**src/rtl/mem_arbiter.sv**
```systemverilog
// mem_arbiter: serialises the core's instruction fetch, load and store
// requests onto a single word-wide request/acknowledge memory bus.
// Arbitration is fixed priority: store > load > fetch.
//
// Ports:
//   clk, rst                        clock, synchronous active-high reset
//   if_req/if_addr/if_data/if_ready fetch requester (ready is a 1-cycle pulse)
//   ld_req/ld_addr/ld_data/ld_ready load requester (ready is a 1-cycle pulse)
//   st_req/st_addr/st_data/st_strb/st_ready store requester
//   bus_req/bus_we/bus_addr/bus_wdata/bus_strb  bus command, held while bus_req
//   bus_ack/bus_rdata               bus completion and read data
//   bus_err                         sticky timeout flag (MEM_ARB_TIMEOUT_EN only)
//
// Optional build macro: MEM_ARB_TIMEOUT_EN enables a bus-wait counter that
// aborts a transaction after TIMEOUT unacknowledged cycles.
module mem_arbiter #(
  parameter int unsigned W       = 32,
  parameter int unsigned TIMEOUT = 255
) (
  input  logic           clk,
  input  logic           rst,
  input  logic           if_req,
  input  logic [W-1:0]   if_addr,
  output logic [W-1:0]   if_data,
  output logic           if_ready,
  input  logic           ld_req,
  input  logic [W-1:0]   ld_addr,
  output logic [W-1:0]   ld_data,
  output logic           ld_ready,
  input  logic           st_req,
  input  logic [W-1:0]   st_addr,
  input  logic [W-1:0]   st_data,
  input  logic [W/8-1:0] st_strb,
  output logic           st_ready,
  output logic           bus_req,
  output logic           bus_we,
  output logic [W-1:0]   bus_addr,
  output logic [W-1:0]   bus_wdata,
  output logic [W/8-1:0] bus_strb,
  input  logic           bus_ack,
  input  logic [W-1:0]   bus_rdata
`ifdef MEM_ARB_TIMEOUT_EN
  ,
  output logic           bus_err
`endif
);

  localparam int unsigned SW = W / 8;
  // Word alignment: clearing bits [1:0] rather than slicing keeps every
  // address bit formally consumed.
  localparam logic [W-1:0] ADDR_MASK = {{(W-2){1'b1}}, 2'b00};

  typedef enum logic [1:0] {S_IDLE, S_BUS, S_RESP} state_e;
  typedef enum logic [1:0] {G_IF, G_LD, G_ST}      grant_e;

  state_e        state_q, state_d;
  grant_e        grant_q, grant_d;
  logic          bus_req_q, bus_req_d;
  logic          bus_we_q, bus_we_d;
  logic [W-1:0]  bus_addr_q, bus_addr_d;
  logic [W-1:0]  bus_wdata_q, bus_wdata_d;
  logic [SW-1:0] bus_strb_q, bus_strb_d;
  logic [W-1:0]  if_data_q, if_data_d;
  logic [W-1:0]  ld_data_q, ld_data_d;
  logic          if_ready_q, if_ready_d;
  logic          ld_ready_q, ld_ready_d;
  logic          st_ready_q, st_ready_d;
  logic          done;
  logic [W-1:0]  rdata_v;

`ifdef MEM_ARB_TIMEOUT_EN
  localparam int unsigned CW = ($clog2(TIMEOUT + 1) > 8) ? $clog2(TIMEOUT + 1) : 8;
  // Abort when this cycle would bring the count of unacknowledged cycles to TIMEOUT.
  localparam logic [CW-1:0] TO_LAST = CW'(TIMEOUT - 1);
  logic [CW-1:0] cnt_q, cnt_d;
  logic          err_q, err_d;
`endif

  always_comb begin
    state_d     = state_q;
    grant_d     = grant_q;
    bus_req_d   = bus_req_q;
    bus_we_d    = bus_we_q;
    bus_addr_d  = bus_addr_q;
    bus_wdata_d = bus_wdata_q;
    bus_strb_d  = bus_strb_q;
    if_data_d   = if_data_q;
    ld_data_d   = ld_data_q;
    if_ready_d  = 1'b0;
    ld_ready_d  = 1'b0;
    st_ready_d  = 1'b0;
    done        = 1'b0;
    rdata_v     = bus_rdata;
`ifdef MEM_ARB_TIMEOUT_EN
    cnt_d       = cnt_q;
    err_d       = err_q;
`endif
    unique case (state_q)
      S_IDLE: begin
`ifdef MEM_ARB_TIMEOUT_EN
        cnt_d = '0;
`endif
        if (st_req) begin
          grant_d = G_ST;
          if (st_strb == '0) begin
            // Nothing to write: complete without touching the bus.
            state_d    = S_RESP;
            st_ready_d = 1'b1;
          end else begin
            state_d     = S_BUS;
            bus_req_d   = 1'b1;
            bus_we_d    = 1'b1;
            bus_addr_d  = st_addr & ADDR_MASK;
            bus_wdata_d = st_data;
            bus_strb_d  = st_strb;
          end
        end else if (ld_req) begin
          grant_d    = G_LD;
          state_d    = S_BUS;
          bus_req_d  = 1'b1;
          bus_we_d   = 1'b0;
          bus_addr_d = ld_addr & ADDR_MASK;
          bus_strb_d = '1;
        end else if (if_req) begin
          grant_d    = G_IF;
          state_d    = S_BUS;
          bus_req_d  = 1'b1;
          bus_we_d   = 1'b0;
          bus_addr_d = if_addr & ADDR_MASK;
          bus_strb_d = '1;
        end
      end
      S_BUS: begin
        done = bus_ack;
`ifdef MEM_ARB_TIMEOUT_EN
        if (!bus_ack) begin
          if (cnt_q == TO_LAST) begin
            done    = 1'b1;
            rdata_v = '1;
            err_d   = 1'b1;
          end else begin
            cnt_d = cnt_q + 1'b1;
          end
        end
`endif
        if (done) begin
          state_d   = S_RESP;
          bus_req_d = 1'b0;
          unique case (grant_q)
            G_IF: begin
              if_data_d  = rdata_v;
              if_ready_d = 1'b1;
            end
            G_LD: begin
              ld_data_d  = rdata_v;
              ld_ready_d = 1'b1;
            end
            G_ST:    st_ready_d = 1'b1;
            default: ;
          endcase
        end
      end
      S_RESP:  state_d = S_IDLE;
      default: state_d = S_IDLE;
    endcase
  end

  always_ff @(posedge clk) begin
    if (rst) begin
      state_q     <= S_IDLE;
      grant_q     <= G_IF;
      bus_req_q   <= 1'b0;
      bus_we_q    <= 1'b0;
      bus_addr_q  <= '0;
      bus_wdata_q <= '0;
      bus_strb_q  <= '0;
      if_data_q   <= '0;
      ld_data_q   <= '0;
      if_ready_q  <= 1'b0;
      ld_ready_q  <= 1'b0;
      st_ready_q  <= 1'b0;
`ifdef MEM_ARB_TIMEOUT_EN
      cnt_q       <= '0;
      err_q       <= 1'b0;
`endif
    end else begin
      state_q     <= state_d;
      grant_q     <= grant_d;
      bus_req_q   <= bus_req_d;
      bus_we_q    <= bus_we_d;
      bus_addr_q  <= bus_addr_d;
      bus_wdata_q <= bus_wdata_d;
      bus_strb_q  <= bus_strb_d;
      if_data_q   <= if_data_d;
      ld_data_q   <= ld_data_d;
      if_ready_q  <= if_ready_d;
      ld_ready_q  <= ld_ready_d;
      st_ready_q  <= st_ready_d;
`ifdef MEM_ARB_TIMEOUT_EN
      cnt_q       <= cnt_d;
      err_q       <= err_d;
`endif
    end
  end

  assign if_data   = if_data_q;
  assign if_ready  = if_ready_q;
  assign ld_data   = ld_data_q;
  assign ld_ready  = ld_ready_q;
  assign st_ready  = st_ready_q;
  assign bus_req   = bus_req_q;
  assign bus_we    = bus_we_q;
  assign bus_addr  = bus_addr_q;
  assign bus_wdata = bus_wdata_q;
  assign bus_strb  = bus_strb_q;
`ifdef MEM_ARB_TIMEOUT_EN
  assign bus_err   = err_q;
`endif

endmodule

```
**config.mk**
```make
export PLATFORM = sky130hd
export DESIGN_NAME = mem_arbiter
export DESIGN_NICKNAME = d
export VERILOG_FILES = /design/src/rtl/mem_arbiter.sv
export SDC_FILE = /design/constraint.sdc
export NUM_CORES = 1
export LEC_CHECK = 0
export CAP_MARGIN = 40
export CORE_MARGIN = 2
export CORE_UTILIZATION = 40
export CTS_CLUSTER_SIZE = 24
export DETAILED_ROUTE_END_ITERATION = 16
export HOLD_SLACK_MARGIN = 0.08
export PLACE_DENSITY = 0.77
export SLEW_MARGIN = 25
export SYNTH_ARGS = -nofsm -noshare
export SYNTH_HDL_FRONTEND = slang
export SYNTH_SLANG_ARGS = --single-unit
export TNS_END_PERCENT = 10
```
**constraint.sdc**
```tcl
create_clock -name clk -period 1.83 [get_ports clk]
set_clock_uncertainty 0.05 [all_clocks]
set_input_delay 0.2745 -clock clk [delete_from_list [all_inputs] [get_ports clk]]
set_output_delay 0.2745 -clock clk [all_outputs]
set_load 0.02 [all_outputs]
```
Yosys cells after proc, flatten, opt, wreduce, memory -nomap -nowiden
Cells that the tools add are included.
{"block": "classes", "div": 0, "n_reduce_logical": 13, "n_bitwise": 3, "n_mul": 0, "shifts": 0, "magnitude_cmp": 0, "n_mux": 33, "n_eq_ne": 7, "n_addsub": 0}
{"cell": "$mux W32", "n": 4}
{"cell": "$mux W2", "n": 8}
{"cell": "$mux W4", "n": 4}
{"cell": "$mux W1", "n": 14}
{"cell": "$reduce_and A3 Y1", "n": 4}
{"cell": "$eq A2 B1 Y1 const B", "n": 2}
{"cell": "$logic_not A2 Y1", "n": 2}
{"cell": "$logic_not A4 Y1", "n": 1}
{"cell": "$ne A2 B2 Y1 const B", "n": 2}
{"cell": "$ne A4 B4 Y1 const B", "n": 1}
{"cell": "$pmux W1 S2", "n": 2}
{"cell": "$pmux W2 S2", "n": 1}
{"cell": "$reduce_and A2 Y1", "n": 2}
{"cell": "$reduce_and A4 Y1", "n": 1}
{"cell": "$ne A3 B3 Y1 const B", "n": 1}
{"cell": "$not A1 Y1", "n": 3}
{"cell": "$reduce_bool A3 Y1", "n": 1}
{"cell": "$reduce_or A3 Y1", "n": 1}
{"cell": "$eq A2 B2 Y1 const B", "n": 1}
{"cell": "$reduce_bool A2 Y1", "n": 1}
{"block": "word_totals", "word_cells": 68, "mem_bits_ro": 0, "ff_bits": 141, "output_inout_bits": 137, "n_memories": 0, "ram_bits": 0, "latch_bits": 0, "inputBits": 170}

Longest topological paths before layout
{"block": "logic_depth", "word_depth": 4, "ltp_mapped": 6, "depth_no_buf": 3}

Worst setup path after synthesis
OpenSTA, ideal clock, no wires.
{"block": "synth_path", "path_type": "input to register", "start": "in ld_req", "end": "reg bus_addr_q[12], in the netlist bus_addr[12]", "cell_stages": 5, "required_ns": 1.657, "setup_slack_ns": 0.329, "setup_time_ns": 0.123, "arrival_ns": 1.328, "path_buffers": 2, "path_cell_list": "buf_2 -> clkbuf_1 -> mux2_2 -> o211ai_1 -> mux2i_1"}
{"block": "synth_between", "elab_chain_len": 2, "elab_cells_between_ends": 4, "classes_between": "mux (2); reduce/logical (2)"}
{"element": "start, declared", "line": "26", "source": "input logic ld_req,"}
{"element": "$reduce_bool A3 Y1 (no source line) / $mux W32 (equally long branches)"}
{"element": "$reduce_and A3 Y1 (no source line) / $mux W32 (equally long branches)"}
{"element": "end signal, assigned", "line": "191", "source": "bus_addr_q <= bus_addr_d;"}
{"element": "end, declared", "line": "60", "source": "logic [W-1:0] bus_addr_q, bus_addr_d;"}
Parallel ways exist; a longest one is shown, timed or not.
A chain may end at the register's enable or synchronous reset.

Final worst setup path
{"block": "layout_path", "start": "reg if_data_q[1], in the netlist if_data[1]", "end": "out if_data[1]"}
{"element": "start, declared", "line": "63", "source": "logic [W-1:0] if_data_q, if_data_d;"}
{"element": "start signal, assigned", "line": "194", "source": "if_data_q <= if_data_d;"}
{"element": "end, declared", "line": "24", "source": "output logic [W-1:0] if_data,"}
No word-level cell between the ends.

==> impl_metrics.toml <==
[outcome]
status = "complete, no violations"

[worst_setup_path]
path_buf_inv = 1
cp_slowest_cell = "clkdlybuf4s50_1"
cp.arrival_ns = 1.40
end_kind = "primary output"
critical-path-top-delay-family = "buffers and inverters"
crit_type = "register to primary output"
crit_fanout = 2
start_kind = "register"
cpPeakStageDelay_ns = 0.64
path_cells = "clkdlybuf4s50_1"
cp.required_ns = 1.51

[global_route]
antenna_found_initial = 0
grt_pass1_vias = 6069
grt_start_max_net_pins = 106
grt_pass1_wl_um = 30400
grt.overflow.total = 0
grt.total_usage_pct = 23.2

[power]
leakagePower_nw = 3.58
p_per_area_mw_per_mm2 = 887
vdd_ir_drop_max_v = 0.000752

[synth]
postSynthCellCount = 702
synth_area_per_cell_sq_um = 8.70
yosys-top-cells-count = "dfxtp_1, a21oi_1, nand3_1, o21ai_0, clkbuf_1"
synth_area_leaders = "dfxtp_1, a21oi_1, nand3_1"
ys_seq_elements = 139
synth.largest_area_cell = "dfxtp_1"
synth_edf_count = 0
ys_warn_count = 0
synth.top_cell.area_share_pct = 45.5
yosysUniqueCellTypes = 38
syn_area_sq_mm = 0.00611
yosysMostFrequentCell = "dfxtp_1"
async_reset_ff_share_pct = 0
ys.flop_type = "dfxtp_1"
ys_seq_area_share_pct = 45.5

[die]
core_sq_mm = 0.0151
die_area_sq_mm = 0.0163
fp.dieW_um = 128
rows = 45
initial_core_util_pct = 40.5
die_y_um = 128
ios = 307

[layout]
seq_area_sq_mm = 0.00278
nFillCells = 1238
antennaDiodeCount = 0
postLayoutCellArea_sq_mm = 0.0101
syn2layout_area_growth_pct = 64.7
layout-drive-gt1-share_pct = 11.2
multi_input_comb_area_sq_mm = 0.00298
utilization_pct = 66.7
final_nets = 1152

[clock_network]
clock_sinks = 139
post_cts_buffers = 0
cts_resized = 0
clk_latency_ns = 0.41
htreeDepth = 4
clock_path_buffers = 2
cts_hold_buf = 0
clk_pin_slew_ns = 0.06
numCtsBuffers = 17
cts_tree = "built"
root_buffer = "clkbuf_16"

[placement]
gp_congestion = 0.820
place_hpwl_um = 13300
placed_cell_area_sq_mm = 0.00944
portBuffers = 298

[run]
maxCapViolations = 0

[sta]
slew_headroom_pct = 65.7
rsz0062_at_grt = "no"
setup_tns_ns = 0
hold_violations = 0
setup-violations-final = 0
clock.fmax_mhz = 579
drv_slew = 0
max_slew.worst_pin.slew_ns = 0.515
fin_crit_sh_pct = 94.4
fin_crit_ns = 1.73

[routing]
first_pass_iters = 5
num_vias = 6241
drc = 0
wl_per_cell_um = 16.4
drt_iter0_drc = 341
routed_via_density = 5.29
ant_nets = 0
wl_um = 19300

[hold_path]
hold_class = "input port to register"
[flip-flops by register name, summed over array words and instances (netlist names)]
name,flops
st_ready,1
bus_wdata,32
if_ready,1
grant_q,2
state_q,2
bus_we,1
ld_data,32
ld_ready,1
bus_req,1
bus_strb,4
if_data,32
bus_addr,30
[area by class of cell]
class | count | share of cell area (%)
Clock inverter | 11 | 1.94
Clock buffer | 18 | 4.26
Timing Repair Buffer | 338 | 34.0
Inverter | 3 | 0.112
Multi-Input combinational cell | 483 | 29.7
Sequential cell | 139 | 27.7
Tap cell | 188 | 2.34
[report_power, final]
group	internal [W]	switching, W
Clock	0.00240	0.00128
Combinational	0.000999	0.000927
Sequential	0.00322	0.0000994
[kinds of logic (layout without fill, tap and decap cells)]
family	after synthesis	after routing	synth area share, %
buf+inv	81	370	6.06
compound gates	241	241	22.0
mux	60	60	10.4
other cells	1	2	0.0614
flops	139	139	45.5
simple gates	180	180	15.9
[cell usage in the layout, fill, tap and decap left out, drive strengths merged, types with 2 or more instances in the layout]
master | synthesis | final
clkdlybuf4s50 | 0 | 296
dfxtp | 139 | 139
a21oi | 100 | 100
o21ai | 98 | 98
nand3 | 96 | 96
buf | 31 | 42
nand2 | 33 | 33
nand2b | 32 | 32
mux2 | 30 | 30
o211ai | 30 | 30
mux2i | 30 | 30
clkbuf | 47 | 18
bufinv | 0 | 5
clkinv | 0 | 5
o221a | 4 | 4
inv | 3 | 4
nor3b | 4 | 4
nor3 | 3 | 3
o31ai | 3 | 3
nor2 | 3 | 3
or3b | 2 | 2
conb | 1 | 2
nor2b | 2 | 2
[layer usage]
metal	GRT usage [%]	vias to the layer above	wire (um)
met5	0	-	0
met4	8.53	0	393
met3	7.16	32	1560
met2	39.7	265	9660
met1	27.3	2873	7720
li1	-	3071	-
[worst register-to-register path, cell delays in order (launching register included)]
cell	delay, ns
dfxtp_1	0.41
buf_4	0.21
a2111o_2	0.43
buf_12	0.20
mux2i_1	0.15
[path summary, 6_finish.rpt]
path	start	endpoint	slack, ns	cells past startpoint
hold reg to reg	bus_addr[10]	bus_addr[10]	0.41	2
setup reg to reg	state_q[1]	bus_addr[3]	0.26	4
setup / recovery	if_data[1]	if_data[1]	0.10	1
hold / removal	st_req	bus_we	0.20	3
[per-stage QoR]
step / hold WS, ns / setup slack [ns] / power, W / instances
final: 0.200 / 0.102 / 0.00892 / 1180
after global placement: 0.393 / -0.125 / 0.00530 / 1151
after floorplan: 0.372 / 0.329 / 0.00431 / 703
after CTS: 0.181 / 0.0580 / 0.00900 / 1180
after detailed placement: 0.401 / -0.149 / 0.00531 / 1151
after global routing: 0.208 / 0.0393 / 0.00927 / 1180
No activity file was read; power rests on OpenSTA's default activity.
==> RTL edit 1: new RTL, same settings <==
Encoding of `state_e`: now one-hot (3 bits for 3 states).
--- a/src/rtl/mem_arbiter.sv
+++ b/src/rtl/mem_arbiter.sv
@@ -50,7 +50,7 @@
   // address bit formally consumed.
   localparam logic [W-1:0] ADDR_MASK = {{(W-2){1'b1}}, 2'b00};
 
-  typedef enum logic [1:0] {S_IDLE, S_BUS, S_RESP} state_e;
+  typedef enum logic [2:0] {S_IDLE = 3'b001, S_BUS = 3'b010, S_RESP = 3'b100} state_e;
   typedef enum logic [1:0] {G_IF, G_LD, G_ST}      grant_e;
 
   state_e        state_q, state_d;
Behaviour: no difference found for any inputs over 4 cycles, from zero or initial values and one cycle with rst high; so few cycles prove little.
==> RTL edit 1 against the unedited design <==
  * Cell area is 1.2% higher
  * Die area is 2.0% higher
  * Worst setup slack worse by 0.038 ns
  * Total power is 2.2% higher
  * Global-route usage is 1.6 points higher
  * Utilization is 0.27 points higher
  * Sequential share of layout area is 0.12 points lower
  * Highest routed layer unchanged
  * Synthesized area is 2.0% higher
  * Via count is 4.0% higher
  * Sequential cell count is 1 higher
  * Non-clock buffer count is 1 lower
  * Critical path depth stayed put
  * Wire length is 8.7% higher
==> RTL edit 1: results <==
[worst_setup_path]
critical_path.slowest_cell = "clkdlybuf4s50_1"
critPathMaxFanout = 2
cp_top_family = "buffers and inverters"
slowest_delay_ns = 0.64
r2r_slack_ns = 0.08
arrival_ns = 1.44

[grt]
grt_max_degree = 65
grt_pass1_vias = 6157
grt_pass1_wl_mm = 32.4
grt_usage = 0.248
antenna_found_initial = 0

[status]
status = "complete, no violations"

[synthesis]
netlist_top_cells_count = "140 x dfxtp_1, 105 x a21oi_1, 65 x clkbuf_1, 65 x nand3_1, 65 x o21ai_0"
yosys-top-cells-area = "dfxtp_1 45%, a21oi_1 8.4%, mux2_2 5.4%"
ys_seq_area_frac = 0.450
async_reset_ff_frac = 0
ys.warnings.count = 0
synthDistinctLibCells = 39
postSynthCellCount = 715

[clocking]
cts_max_path_buffers = 2
insertion_delay_ns = 0.41
numCtsBuffers = 17
clockRootBuffer = "clkbuf_16"
htree_levels = 4
path_clk_slew_ns = 0.06

[final_layout]
num-nets-final = 1158
drive_gt1_frac = 0.111
diodes = 0

[pwr]
ir_drop_mv = 0.630
p_leak_nw = 3.64

[place]
gp_congestion = 0.817
place_area_um2 = 9560
portBuffers = 298
dpl.hpwl_mm = 14.7

[sta]
timing.hold.ws_ns = 0.187
slew_headroom = 0.594

[routing]
first_pass_iters = 5
vias_per_cell = 5.47
drt_iter0_drc = 435
wl_per_cell_um = 17.7
drt_wl_total_mm = 21.0

[min_path]
hold_class = "in2reg"
[RTL edit 1: final timing paths]
| path | from | to | cells past startpoint |
|---|---|---|---|
| max | bus_addr[13]$_SDFFE_PP0P_ | bus_addr[13] | 1 |
| min | rst | grant_q[1]$_SDFFE_PP0P_ | 2 |
| max reg2reg | state_q[2]$_SDFFE_PP0P_ | bus_addr[27]$_SDFFE_PP0P_ | 4 |
| min reg2reg | bus_addr[25]$_SDFFE_PP0P_ | bus_addr[25]$_SDFFE_PP0P_ | 2 |
[RTL edit 1: layout make-up]
cell class	instances	area [µm²]
clock buffer	20	457
clock inverter	10	163
fill	1258	5020
inverter	8	30.0
multi-input combinational	484	3070
sequential	140	2800
tap	188	235
timing repair buffer	337	3420
[RTL edit 1: what timing repair did]
item                                    CTS  global route
gates resized for setup                   1             2
hold buffers                              0             0
setup buffers                             0             0
endpoints found under the setup margin    1             2
pin swaps                                 0             0
[RTL edit 1: cells by family after synthesis]
group,synth area share
buffers and inverters,0.0624
other,0.000601
AND/OR/NAND/NOR,0.161
multiplexers,0.108
AO/OA/AOI/OAI,0.219
flip-flops,0.450
[RTL edit 1: metrics by stage]
step | setup slack, ns | power [mW]
floorplan | 0.216 | 4.46
global placement | -0.0841 | 5.54
detailed placement | -0.122 | 5.55
CTS | 0.00925 | 9.21
global route | 0.0153 | 9.49
finish | 0.0638 | 9.12
[RTL edit 1: where the power goes]
group          switching, mW  leakage, nW  internal, mW
combinational           1.05         2.20          1.06
clock                   1.30        0.299          2.34
sequential             0.113         1.14          3.26
total                   2.46         3.64          6.66
[RTL edit 1: metal layers]
layer  track usage  wire length [µm]  vias up
li1              -                 -     3150
met1         0.297              8470     3027
met2         0.406             10100      275
met3        0.0902              1840       38
met4        0.0985               642        0
met5             0                 0        -
==> RTL edit 2: new RTL, same flow settings <==
Without the edit above. Change the parameter `W` from 32 to 16.
--- a/src/rtl/mem_arbiter.sv
+++ b/src/rtl/mem_arbiter.sv
@@ -14,7 +14,7 @@
 // Optional build macro: MEM_ARB_TIMEOUT_EN enables a bus-wait counter that
 // aborts a transaction after TIMEOUT unacknowledged cycles.
 module mem_arbiter #(
-  parameter int unsigned W       = 32,
+  parameter int unsigned W       = 16,
   parameter int unsigned TIMEOUT = 255
 ) (
   input  logic           clk,
Interface: changed (11 resized); port bits go from 307 to 159. No check against the original RTL was run, so the function may have changed too.
==> RTL edit 2 against the unedited design <==
  * Sequential cell count decreased by 66
  * Cell area decreased by 50%
  * Highest routed layer unchanged
  * Critical path depth unchanged
  * Die area decreased by 47%
  * Wire length decreased by 52%
  * Sequential power decreased by 48%
  * Utilization decreased by 1.4 points
  * Synthesized area decreased by 48%
  * Final cell count decreased by 48%
  * Via count decreased by 47%
  * Total power decreased by 55%
  * Worst setup slack improved by 0.072 ns
==> RTL edit 2: results <==
[grt]
grt_max_degree = 36
grt_pass1_wl_mm = 14.6
grt_usage = 0.208
grt_pass1_vias = 3179

[worst_setup_path]
r2r_slack_ns = 0.28
cp_top_family = "buffers and inverters"
worstReg2RegStart = "state_q[1]$_SDFFE_PP0P_"
critical_path.slowest_cell = "clkdlybuf4s50_1"
slowest_delay_ns = 0.63
arrival_ns = 1.33
rr_endpoint = "bus_addr[13]$_SDFFE_PP0P_"
critPathMaxFanout = 2

[place]
dp_slack_ns = -0.0621
gp_congestion = 0.745
portBuffers = 150
place_area_um2 = 4840
dpl.hpwl_mm = 6.69

[synthesis]
yosys-top-cells-area = "dfxtp_1 46%, a21oi_1 8.0%, o21ai_0 8.0%"
async_reset_ff_frac = 0
ys_seq_area_frac = 0.458
synthDistinctLibCells = 33
netlist_top_cells_count = "73 x dfxtp_1, 51 x a21oi_1, 51 x o21ai_0, 48 x nand3_1, 29 x clkbuf_1"
postSynthCellCount = 367

[clocking]
insertion_delay_ns = 0.34
htree_levels = 3
numCtsBuffers = 9
path_clk_slew_ns = 0.08
clockRootBuffer = "clkbuf_8"
cts_max_path_buffers = 2

[status]
status = "complete, no violations"

[final_layout]
num-nets-final = 599
diodes = 0
drive_gt1_frac = 0.124
num-fill-cells = 639

[routing]
vias = 3307
first_pass_iters = 4
vias_per_cell = 5.35
drt_wl_total_mm = 9.29
drt_iter0_drc = 152

[pwr]
ir_drop_mv = 0.591
p_leak_nw = 1.80

[min_path]
min_to = "bus_wdata[14]$_SDFFE_PP0P_"
min_from = "rst"

[sta]
timing.hold.ws_ns = 0.344
RTL edit 2: cell types whose count changed after synthesis, sizes merged, moves of 4 or more:
cell,unedited run,this run
nand3,96,48
o211ai,30,14
dfxtp,139,73
clkbuf,47,29
mux2i,30,14
o221a,4,0
nand2,33,15
mux2,30,14
buf,31,13
nand2b,32,14
o21ai,98,51
a21oi,100,51
RTL edit 2: logic make-up after synthesis:
| group | count (synthesis) | share of synthesized area |
|---|---|---|
| DFF | 73 | 0.458 |
| AOI/OAI and AO/OA | 126 | 0.219 |
| buffers and inverters | 46 | 0.0695 |
| other | 1 | 0.00118 |
| and+or+nand+nor | 93 | 0.158 |
| muxes | 28 | 0.0934 |
RTL edit 2: layout make-up:
class	instances	area, µm²	share of cell area
clock buffers	9	124	0.0246
clock inverters	7	78.8	0.0156
inverters	4	15.0	0.00298
multi-input cells	249	1520	0.302
flip-flops and latches	73	1460	0.290
well taps	102	128	0.0253
repair buffers	174	1710	0.340
RTL edit 2: worst max-delay path by stage:
stage	depth (start not counted)	to	start	slack (ns)
floorplan	6	bus_addr[10]$_SDFFE_PP0P_	state_q[0]$_SDFFE_PP0P_	0.34
global placement	5	bus_wdata[13]$_SDFFE_PP0P_	st_req	-0.05
detailed placement	5	bus_addr[10]$_SDFFE_PP0P_	ld_req	-0.06
CTS	1	if_data[5]	if_data[5]$_SDFFE_PP0P_	0.16
global route	1	bus_strb[0]	bus_strb[0]$_SDFFE_PP0P_	0.13
finish	1	if_data[3]	if_data[3]$_SDFFE_PP0P_	0.17
RTL edit 2: worst min-delay path: stages:
cell     delay, ns
buf_2         0.09
buf_4         0.27
a21oi_1       0.06
RTL edit 2: per-layer routing:
| metal | part of all wire | global-route usage |
|---|---|---|
| met1 | 0.40 | 0.243 |
| met2 | 0.49 | 0.362 |
| met3 | 0.087 | 0.0580 |
| met4 | 0.020 | 0.0809 |
| met5 | 0 | 0 |
RTL edit 2: power by group:
| group | leakage (nW) | total [mW] | switching [mW] | internal, mW |
|---|---|---|---|---|
| registers | 0.596 | 1.74 | 0.0536 | 1.69 |
| logic | 1.10 | 0.944 | 0.447 | 0.498 |
| clock network | 0.104 | 1.30 | 0.654 | 0.644 |
